### config.mk
export PLATFORM = sky130hd
export DESIGN_NAME = keypad_entry_encoder
export DESIGN_NICKNAME = d
export VERILOG_FILES = /design/src/rtl/keypad_entry_encoder.sv
export SDC_FILE = /design/constraint.sdc
export NUM_CORES = 1
export LEC_CHECK = 0
export ABC_AREA = 0
export BUFFER_PORTS_ARGS = -buffer_cell sky130_fd_sc_hd__buf_2
export CAP_MARGIN = 20
export CORE_ASPECT_RATIO = 1.5
export CORE_MARGIN = 4
export CORE_UTILIZATION = 45
export CTS_CLUSTER_DIAMETER = 120
export DETAILED_ROUTE_END_ITERATION = 10
export PLACE_DENSITY = 0.73
export SKIP_LAST_GASP = 1
export SLEW_MARGIN = 20
export SYNTH_ARGS = -nofsm -noshare
export SYNTH_HDL_FRONTEND = slang
export SYNTH_SLANG_ARGS = --single-unit
### constraint.sdc
create_clock -name clk -period 3.9 [get_ports clk]
set_clock_uncertainty 0.15 [all_clocks]
set_input_delay 0.39 -clock clk [delete_from_list [all_inputs] [get_ports clk]]
set_output_delay 0.39 -clock clk [all_outputs]
set_load 0.05 [all_outputs]
### src/rtl/keypad_entry_encoder.sv
// Keypad front end: synchronises and debounces N raw key lines, priority-encodes
// the highest pressed key, and shifts one digit per press into a BCD entry register.
module keypad_entry_encoder #(
    parameter int N_KEYS          = 10,
    parameter int CODE_W          = 4,
    parameter int DEBOUNCE_CYCLES = 4,
    parameter int DIGITS          = 4
) (
    input  logic                         clk,
    input  logic                         rst,
    input  logic                         enablen,
    input  logic [N_KEYS-1:0]            teclado_microondas,
    input  logic                         clear_entry,
    output logic [CODE_W-1:0]            saida_cod,
    output logic                         loadn,
    output logic                         key_valid,
    output logic [DIGITS*CODE_W-1:0]     entry_digits,
    output logic [$clog2(DIGITS+1)-1:0]  digit_count,
    output logic                         entry_full
);

    localparam int CNT_W   = $clog2(DEBOUNCE_CYCLES + 1);
    localparam int DCNT_W  = $clog2(DIGITS + 1);
    localparam int ENTRY_W = DIGITS * CODE_W;
    localparam logic [CNT_W-1:0]  CNT_LAST   = CNT_W'(DEBOUNCE_CYCLES);
    localparam logic [CNT_W-1:0]  CNT_ONE    = CNT_W'(1);
    localparam logic [DCNT_W-1:0] DIGITS_MAX = DCNT_W'(DIGITS);

    typedef enum logic [1:0] {
        IDLE,
        DEBOUNCE,
        HELD
    } state_t;

    // Highest-index set line wins; an all-zero input encodes to 0 but is never accepted.
    function automatic logic [CODE_W-1:0] prio_code(input logic [N_KEYS-1:0] keys);
        logic [CODE_W-1:0] code;
        code = '0;
        for (int i = 0; i < N_KEYS; i++) begin
            if (keys[i]) code = CODE_W'(i);
        end
        return code;
    endfunction

    logic [N_KEYS-1:0] sync_p0;
    logic [N_KEYS-1:0] sync_p1;
    logic              ks_any;
    logic [CODE_W-1:0] ks_code;

    state_t            state_q, state_d;
    logic [CNT_W-1:0]  cnt_q, cnt_d;
    logic [CODE_W-1:0] cand_q, cand_d;
    logic              accept;

    // Stage p0/p1: two-flop synchroniser for the asynchronous key lines
    always_ff @(posedge clk or posedge rst) begin
        if (rst) begin
            sync_p0 <= '0;
            sync_p1 <= '0;
        end else begin
            sync_p0 <= teclado_microondas;
            sync_p1 <= sync_p0;
        end
    end

    assign ks_any  = |sync_p1;
    assign ks_code = prio_code(sync_p1);

    always_ff @(posedge clk or posedge rst) begin
        if (rst) begin
            state_q <= IDLE;
            cnt_q   <= '0;
            cand_q  <= '0;
        end else begin
            state_q <= state_d;
            cnt_q   <= cnt_d;
            cand_q  <= cand_d;
        end
    end

    // cnt counts matching press samples in DEBOUNCE and quiet samples in HELD
    always_comb begin
        state_d = state_q;
        cnt_d   = cnt_q;
        cand_d  = cand_q;
        accept  = 1'b0;
        if (enablen) begin
            state_d = IDLE;
            cnt_d   = '0;
        end else begin
            case (state_q)
                IDLE: begin
                    if (ks_any) begin
                        cand_d  = ks_code;
                        cnt_d   = CNT_ONE;
                        state_d = DEBOUNCE;
                        if (CNT_LAST == CNT_ONE) begin
                            accept  = 1'b1;
                            state_d = HELD;
                            cnt_d   = '0;
                        end
                    end
                end
                DEBOUNCE: begin
                    if (ks_any && ks_code == cand_q) begin
                        if (cnt_q + CNT_ONE == CNT_LAST) begin
                            accept  = 1'b1;
                            state_d = HELD;
                            cnt_d   = '0;
                        end else begin
                            cnt_d = cnt_q + CNT_ONE;
                        end
                    end else begin
                        state_d = IDLE;
                        cnt_d   = '0;
                    end
                end
                HELD: begin
                    if (!ks_any) begin
                        if (cnt_q + CNT_ONE == CNT_LAST) begin
                            state_d = IDLE;
                            cnt_d   = '0;
                        end else begin
                            cnt_d = cnt_q + CNT_ONE;
                        end
                    end else begin
                        cnt_d = '0;
                    end
                end
                default: begin
                    state_d = IDLE;
                    cnt_d   = '0;
                end
            endcase
        end
    end

    // Event and entry register: a clear wins over a simultaneous digit push
    always_ff @(posedge clk or posedge rst) begin
        if (rst) begin
            key_valid    <= 1'b0;
            saida_cod    <= '0;
            entry_digits <= '0;
            digit_count  <= '0;
        end else begin
            key_valid <= accept;
            if (accept) saida_cod <= cand_d;
            if (clear_entry) begin
                entry_digits <= '0;
                digit_count  <= '0;
            end else if (accept && digit_count < DIGITS_MAX) begin
                entry_digits <= (entry_digits << CODE_W) | ENTRY_W'(cand_d);
                digit_count  <= digit_count + DCNT_W'(1);
            end
        end
    end

    assign loadn      = ~key_valid;
    assign entry_full = (digit_count == DIGITS_MAX);

endmodule

Yosys cells after proc, flatten, opt, wreduce, memory -nomap -nowiden
Index checks and enable logic that the tools add are counted.
{"block": "classes", "add_sub_neg": 2, "n_mul": 0, "div_mod_pow": 0, "order_cmp": 1, "n_eq_ne": 9, "shifts": 0, "mux": 33, "bitwise": 2, "reduce_logical": 6}
{"op": "2-to-1 mux 4 bit", "count": 11}
{"op": "2-to-1 mux 16 bit", "count": 2}
{"op": "2-to-1 mux 3 bit", "count": 7}
{"op": "OR 16 x 4 -> 16 bit", "count": 1}
{"op": "2-to-1 mux 2 bit", "count": 6}
{"op": "OR reduction 10 bit", "count": 1}
{"op": "inequality test 3 bit (second input constant)", "count": 3}
{"op": "case mux 3 bit (3 select lines)", "count": 1}
{"op": "adder 3 x 1 -> 3 bit (second input constant)", "count": 2}
{"op": "equality test 3 bit (second input constant)", "count": 2}
{"op": "case mux 2 bit (3 select lines)", "count": 1}
{"op": "2-to-1 mux 1 bit", "count": 5}
{"op": "equality test 4 bit", "count": 1}
{"op": "inequality test 4 bit (second input constant)", "count": 1}
{"op": "AND reduction 4 bit", "count": 1}
{"op": "less-than comparator 3 bit (second input constant)", "count": 1}
{"op": "equality test 2 x 1 -> 1 bit (second input constant)", "count": 1}
{"op": "equality test 2 bit (second input constant)", "count": 1}
{"op": "logical AND 1 bit", "count": 2}
{"op": "zero test 2 bit", "count": 1}
{"op": "nonzero test 2 bit", "count": 1}
{"op": "inverter 1 bit", "count": 1}
{"block": "word_totals", "ff_bits": 53, "latchBits": 0, "ram_bits": 0, "romBits": 0, "in_bits": 14, "output_inout_bits": 26, "memories": 0}

Logic depth before layout (Yosys ltp)
Gate-level depths: netlist of run 1.
{"block": "depth", "depth_word": 17, "depth_mapped": 7, "depth_no_buf": 7}

Least setup slack after synthesis of run 1
OpenSTA, ideal clock, no wires.
{"block": "synth_path", "path_type": "register -> register", "start": "reg sync_p1[2]", "end": "reg saida_cod[0]", "setup_ns": 0.125, "arrival_ns": 2.383, "t_required_ns": 3.625, "setup_slack_ns": 1.242, "path_stages_with_launch": 8, "n_path_buf": 1, "period_less_slack_ns": 2.658, "cell_sequence": "dfrtp_1 nand2b_1 a221oi_1 mux2_2 or4_1 buf_6 nor2_4 mux2_2"}
{"block": "synth_between", "elab_chain_cells": 13}
{"item": "start: declaration", "line_no": "46", "rtl": "logic [N_KEYS-1:0] sync_p1;"}
{"item": "start signal: assignment", "line_no": "62", "rtl": "sync_p1 <= sync_p0;"}
{"item": "2-to-1 mux 4 bit (8 in series)", "line_no": "40", "rtl": "if (keys[i]) code = CODE_W'(i);"}
{"item": "equality test 4 bit", "line_no": "105", "rtl": "if (ks_any && ks_code == cand_q) begin"}
{"item": "logical AND 1 bit (*)", "line_no": "105"}
{"item": "2-to-1 mux 1 bit (*)", "line_no": "105"}
{"item": "2-to-1 mux 1 bit (*)", "line_no": "91", "rtl": "case (state_q)"}
{"item": "2-to-1 mux 1 bit (*)", "line_no": "87", "rtl": "if (enablen) begin"}
{"item": "via accept", "line_no": "53", "rtl": "logic accept;"}
{"item": "end signal: assignment", "line_no": "147", "rtl": "if (accept) saida_cod <= cand_d;"}
{"item": "end: declaration", "line_no": "14", "rtl": "output logic [CODE_W-1:0] saida_cod,"}
The timed path passes the listed nets; every way through them passes the cells marked *.
A chain may end at the register's enable or synchronous reset.

Worst setup path in the final report of run 1
{"block": "layout_path", "start": "reg sync_p1[5]", "end": "reg saida_cod[2]"}
{"block": "layout_between", "elab_chain_cells": 10}
{"item": "2-to-1 mux 4 bit (5 in series)", "line_no": "40"}
{"item": "equality test 4 bit", "line_no": "105"}
{"item": "logical AND 1 bit (*)", "line_no": "105"}
{"item": "2-to-1 mux 1 bit (*)", "line_no": "105"}
{"item": "2-to-1 mux 1 bit (*)", "line_no": "91"}
{"item": "2-to-1 mux 1 bit (*)", "line_no": "87"}
{"item": "via accept", "line_no": "53"}
Marks and branches as above.

==> flow_summary.yaml, run 1 <==
yosys:
  synth_top_family_by_area: "simple AND/OR/NAND/NOR gates"
  synth_ff_type: "dfrtp_1"
  synth_simple_gate_area_share_pct: 17.29
  synth_area_leader_cell: "dfrtp_1"
  yosysUniqueCellTypes: 47
  synth_adder_area_share_pct: 2.195
  async_flop_share_pct: 100.0
  avgSynthCellArea_sq_um: 11.87
  syn-cell-area_sq_um: 2280
  synth.top_cells.by_area: "dfrtp_1 58%, mux2i_1 4.4%, nand2_1 3.1%"
  synth_xor_area_share_pct: 0
  synthMuxAreaShare_pct: 6.861
  synth-edff-count: 0
  synth_compound_area_share_pct: 12.18
  synth-seq-cells: 53
  synth_nets: 210
  synth_top_area_share_pct: 58.18
  ys_seq_area_share_pct: 58.18
  synthCells: 192
  ys_warn_count: 0
timing:
  timing.final.ws_setup_ps: 888.6
  fin_crit_sh_pct: 77.22
  slew_violations: 0
  tns_ps: 0
  finalHoldViolations: 0
  finalSetupViolations: 0
  tightest_slew_ps: 875.9
  period_minus_slack_ps: 3011
  rsz0062_at_grt: "no"
  slew_headroom_pct: 41.54
  maxClockFrequency_mhz: 332.1
clocking:
  postCtsSetupRepairBufs: 0
  root_buffer: "clkbuf_8"
  clkTransAtPathRegs_ps: 100
  cts_made_buffers: 5
  cts_tree: "done"
  ctsHoldBuffers: 0
  cts_num_sinks: 53
  clk_latency_ps: 300
  cts_buffer_depth: 2
  ctsResizeCount: 0
  htree_levels: 2
run_status:
  outcome: "complete, no violations"
critical_path:
  crit_arrival_ps: 3060
  start_kind: "flop"
  ff2ff_setup_slack_ps: 890
  cp.required_ps: 3940
  crit_type: "reg -> reg"
  critPathCaptureType: "flop"
  r2r_cells: 6
  r2r-start: "sync_p1[5]"
  r2r-end: "saida_cod[2]"
  critical_path.max_fanout: 10
power_and_ir_drop:
  p_comb_share_pct: 8.8
  seqPwrFrac_pct: 59.3
  switchingPower_w: 0.0002608
  power.internal_w: 0.0007296
  pwr-share-clk_pct: 31.8
  peakVddDrop_mv: 0.3438
  netSwitchingFraction_pct: 26.33
  leakagePower_nw: 1.243
  power_per_cell_area_nw_per_um2: 376.9
grt:
  grt-ovfl-total: 0
  grt_pass1_vias: 1565
  antenna_found_initial: 0
  grt_pass1_wl_mm: 7.362
  track_usage_pct: 15.14
  grt_max_degree: 54
place:
  hpwl_mm: 3.235
  place.gp.congestion: 0.8678
  place_ws_ps: 902.4
  io_buffers: 39
route:
  viasPerCell: 5.340
  routed_wirelength_mm: 4.400
  vias: 1602
  firstDrtPassIters: 4
  wl_per_cell_um: 14.67
  drc: 0
  drtAntennaViolNets: 0
  first_iter_violations: 67
layout:
  syn_to_final_growth_pct: 15.26
  drive_gt1_share_pct: 28.21
  fillers: 454
  multi_input_area_sq_um: 878.3
  num_antenna_cells: 0
  nets: 251
  seqCellArea_sq_um: 1326
  postLayoutCoreUtil_pct: 53.76
floorplan:
  core-area_sq_um: 4887
  start_util_pct: 46.65
  fp.dieH_um: 95.17
  die_w_um: 66.12
  fp.dieArea_sq_um: 6292
  rows: 31
  io_pins: 40
min_path:
  holdPathEnd: "sync_p0[7]"
  whs_path_depth: 1
  hold_path_class: "in -> reg"
  worstHoldStart: "teclado_microondas[7]"
job:
  max-cap-violations: 0
==> through the flow <==
stage | instance area, sq um | power [W] | hold slack (ps) | instances
final | 2628 | 0.0009904 | 35.61 | 300
after global routing | 2628 | 0.001043 | 17.81 | 300
after CTS | 2626 | 0.001002 | 31.58 | 300
after detailed placement | 2531 | 0.0006871 | 184.7 | 292
after global placement | 2531 | 0.0006839 | 181.0 | 292
after floorplan | 2280 | 0.0006606 | 181.2 | 192
==> area by class of cell <==
type	count	share of cell area (%)
clock buffers	5	2.619
clock inverters	3	1.000
inverters	13	1.905
multi-input cells	121	33.43
flip-flops and latches	53	50.48
well taps	66	3.143
repair buffers	39	7.429
==> worst max-delay path by stage <==
stage | from | end | cells after the start
final | sync_p1[5] | saida_cod[2] | 6
after global routing | sync_p1[5] | entry_digits[10] | 6
after CTS | sync_p1[2] | saida_cod[2] | 6
after detailed placement | sync_p1[2] | saida_cod[3] | 6
after global placement | sync_p1[2] | saida_cod[3] | 6
after floorplan | sync_p1[2] | saida_cod[0] | 7
==> registers in the layout (all words and copies together), names as in the netlist <==
signal / flops
entry_digits: 16
sync_p0: 10
sync_p1: 10
cand_q: 4
saida_cod: 4
cnt_q: 3
digit_count: 3
state_q: 2
key_valid: 1
==> logic make-up after synthesis <==
| kind of cell | count (synthesis) |
|---|---|
| multiplexers | 15 |
| buffers and inverters | 18 |
| adder cells (fa/ha/maj) | 4 |
| flip-flops | 53 |
| AND/OR/NAND/NOR | 66 |
| AO/OA/AOI/OAI | 36 |
==> cells in the final DEF (no fill, tap or decap), types with 2 or more instances in the layout <==
master and instances:
dfrtp_1 53, buf_2 39, nand2_1 19, nor2_1 13, inv_1 11, mux2i_1 10
a21oi_1 7, mux2_2 5, nor4_1 5, o31ai_1 5, clkbuf_8 5, nor3_1 4
a31o_2 4, ha_1 4, nand4_1 3, a31oi_1 3, o22ai_1 3, or3_1 2
nor4_4 2, nor2b_1 2, o21ai_0 2, o21a_1 2, nand3_1 2, a31o_1 2
clkinv_4 2
==> synth_stat cells, drive strengths merged (5+ instances only) <==
master,number
nor2,14
dfrtp,53
nor3,5
mux2i,10
a21oi,7
nor4,8
mux2,5
inv,12
nand2,19
a31o,6
o31ai,5
==> power groups by stage <==
stage | Combinational [W] | Clock (W) | Sequential, W
after floorplan | 0.0000600 | 0 | 0.000601
after global placement | 0.0000862 | 0 | 0.000598
after detailed placement | 0.0000887 | 0 | 0.000598
after CTS | 0.0000889 | 0.000326 | 0.000588
after global routing | 0.0000975 | 0.000353 | 0.000592
final | 0.0000874 | 0.000315 | 0.000588
==> worst max-delay path: stages (launching register included) <==
cell      delay (ps)
dfrtp_1          470
inv_1             60
a221oi_1         410
mux2_2           420
or4_1            780
nor2_4           260
mux2_2           350
==> per-layer routing <==
layer | global-route usage [%] | wire [um]
met4 | 4.237 | 51
met2 | 25.27 | 2245
met1 | 19.67 | 1912
met3 | 3.420 | 190
met5 | 0 | 0
Note: power is estimated with default switching activity, not from simulation.
==> run 2, diff against run 1 <==
- ABC_AREA: 0 -> 1
- PLACE_DENSITY: 0.73 -> 0.75
- clock period: 3.9 -> 2.5 ns (I/O delays scaled with it)
==> flow_summary.yaml, run 2 <==
power_and_ir_drop:
  switchingPower_w: 0.0005346
  peakVddDrop_mv: 0.5469
  seqPwrFrac_pct: 53.5
  leakagePower_nw: 1.667
  p_comb_share_pct: 17.7
  netSwitchingFraction_pct: 29.87
  power_per_cell_area_nw_per_um2: 606.2
  power.internal_w: 0.001255
  pwr-share-clk_pct: 28.8
layout:
  final_cell_mix: "82 x nand2_1, 53 x dfrtp_1, 44 x inv_1"
  top_regs: "entry_digits (16), sync_p0 (10), sync_p1 (10)"
  final_common_cell: "nand2_1"
  nets: 348
  postLayoutCoreUtil_pct: 54.18
  drive_gt1_share_pct: 25.38
  num_antenna_cells: 0
  syn_to_final_growth_pct: 18.06
  stdcell_area_sq_um: 2953
  largest_register: "entry_digits"
  largest_reg_flops: 16
floorplan:
  die_w_um: 68.87
  fp.dieArea_sq_um: 6839
  io_pins: 40
  core-area_sq_um: 5450
  fp.dieH_um: 99.31
  rows: 33
  start_util_pct: 45.89
place:
  place.gp.congestion: 0.7822
  placed_cell_area_sq_um: 2743
  io_buffers: 39
  hpwl_mm: 3.135
  place_ws_ps: 321.3
yosys:
  async_flop_share_pct: 100.0
  synth-seq-cells: 53
  synth_ff_type: "dfrtp_1"
  synth-edff-count: 0
  synthCells: 277
  avgSynthCellArea_sq_um: 9.029
  ys_warn_count: 0
  syn-cell-area_sq_um: 2501
  synth.top_cells.by_area: "dfrtp_1 53%, nand2_1 12%, inv_1 6.8%"
  synth.most_common_cell: "nand2_1"
  synth_top_area_share_pct: 53.03
  ys_seq_area_share_pct: 53.03
  synth_nets: 295
  synth_area_leader_cell: "dfrtp_1"
  synth_top_cells_by_count: "82 x nand2_1, 53 x dfrtp_1, 45 x inv_1"
  yosysUniqueCellTypes: 27
critical_path:
  crit_type: "reg -> reg"
  crit_arrival_ps: 2230
  slowest_stage: "dfrtp_1"
  path_buf_inv: 2
  r2r-start: "cnt_q[0]"
  critPathCaptureType: "flop"
  cp.required_ps: 2540
  ff2ff_setup_slack_ps: 320
  crit_chain: "ha_1 -> nand2_1 -> nand3_1 -> nor2_1 -> inv_1 -> nor2_8 -> inv_1 -> nand2_1 -> o21ai_1"
  critPathTopFamily: "simple AND/OR/NAND/NOR gates"
  slowest_delay_ps: 420
  critical_path.max_fanout: 23
  r2r_cells: 9
  r2r-end: "saida_cod[3]"
  start_kind: "flop"
timing:
  finalSetupViolations: 0
  rsz0062_at_grt: "no"
  slew_headroom_pct: 40.71
  timing.final.ws_setup_ps: 315.0
  tightest_slew_ps: 888.0
  period_minus_slack_ps: 2185
  holdWs_ps: -28.47
  slew_violations: 0
  fin_crit_sh_pct: 87.40
  finalHoldViolations: 42
  tns_ps: 0
  maxClockFrequency_mhz: 457.7
route:
  wl_per_cell_um: 11.08
  first_iter_violations: 103
  vias: 1888
  routed_wirelength_mm: 4.442
  viasPerCell: 4.708
  firstDrtPassIters: 4
  drtAntennaViolNets: 0
  drc: 0
clocking:
  htree_levels: 2
  ctsResizeCount: 0
  cts_buffer_depth: 2
  clk_latency_ps: 310
  cts_tree: "done"
  cts_made_buffers: 5
  clkTransAtPathRegs_ps: 90
  cts_num_sinks: 53
  root_buffer: "clkbuf_8"
run_status:
  violations: "hold timing"
  outcome: "finished with violations"
grt:
  grt_pass1_vias: 1895
  grt_pass1_wl_mm: 8.128
  antenna_found_initial: 0
  grt-ovfl-total: 0
  grt_max_degree: 45
  track_usage_pct: 15.48
job:
  max-cap-violations: 0
min_path:
  hold_path_class: "in -> async"
[run 2: cell count changes in the layout (fill, tap and decap cells not counted), moves of 10 or more]
| cell | before | now |
|---|---|---|
| nand2_1 | 19 | 82 |
| inv_1 | 11 | 44 |
| nand3_2 | 1 | 14 |
| dlygate4sd3_1 | 0 | 11 |
| nand3_1 | 2 | 13 |
| mux2i_1 | 10 | 0 |
| nand4_1 | 3 | 13 |
[run 2: per-stage QoR]
step | cells | total power [W]
2_1_floorplan | 277 | 0.001207
3_3_place_gp | 382 | 0.001270
3_5_place_dp | 382 | 0.001281
4_1_cts | 401 | 0.001821
5_1_grt | 401 | 0.001902
6_report | 401 | 0.001790
[run 2: final cells by class]
type	instances	area, sq um
timing repair buffer	54	335.3
multi-input combinational	170	930.9
clock inverter	2	17.52
sequential	53	1326
inverter	46	172.7
tap	70	87.58
clock buffer	6	82.58
fill	516	2497
[run 2: timing repair]
item / CTS / global route
buffers inserted: 0 / 0
hold endpoints to repair: 11 / 0
hold buffers: 11 / 0
[run 2: per-layer routing]
layer | vias to the layer above | wire length (um) | track usage, %
li1 | 964 | - | -
met1 | 885 | 1734 | 17.56
met2 | 32 | 2427 | 27.06
met3 | 7 | 163 | 2.938
met4 | 0 | 116 | 7.057
met5 | - | 0 | 0
[run 2: logic make-up (layout without fill, tap and decap cells)]
group,Yosys count,in the layout,share of synthesized area (%)
adder cells (fa/ha/maj),4,4,2.001
AO/OA/AOI/OAI,14,14,3.052
flip-flops,53,53,53.03
buffers and inverters,54,108,9.754
AND/OR/NAND/NOR,152,152,32.17
[run 2: power groups by stage]
stage               sequential [W]  clock [W]  combinational [W]
global route              0.000966   0.000570           0.000366
CTS                       0.000957   0.000542           0.000323
global placement          0.000971          0           0.000298
floorplan                 0.000966          0           0.000240
detailed placement        0.000974          0           0.000307
finish                    0.000958   0.000515           0.000317
[run 2: worst max path at each step]
| stage | slack [ps] | from | endpoint | cells after the start |
|---|---|---|---|---|
| floorplan | 670 | cnt_q[0] | entry_digits[1] | 10 |
| global placement | 390 | cnt_q[0] | saida_cod[3] | 9 |
| detailed placement | 320 | cnt_q[0] | saida_cod[3] | 9 |
| CTS | 310 | cnt_q[0] | saida_cod[3] | 9 |
| global route | 30 | cnt_q[0] | saida_cod[3] | 9 |
| finish | 320 | cnt_q[0] | saida_cod[3] | 9 |
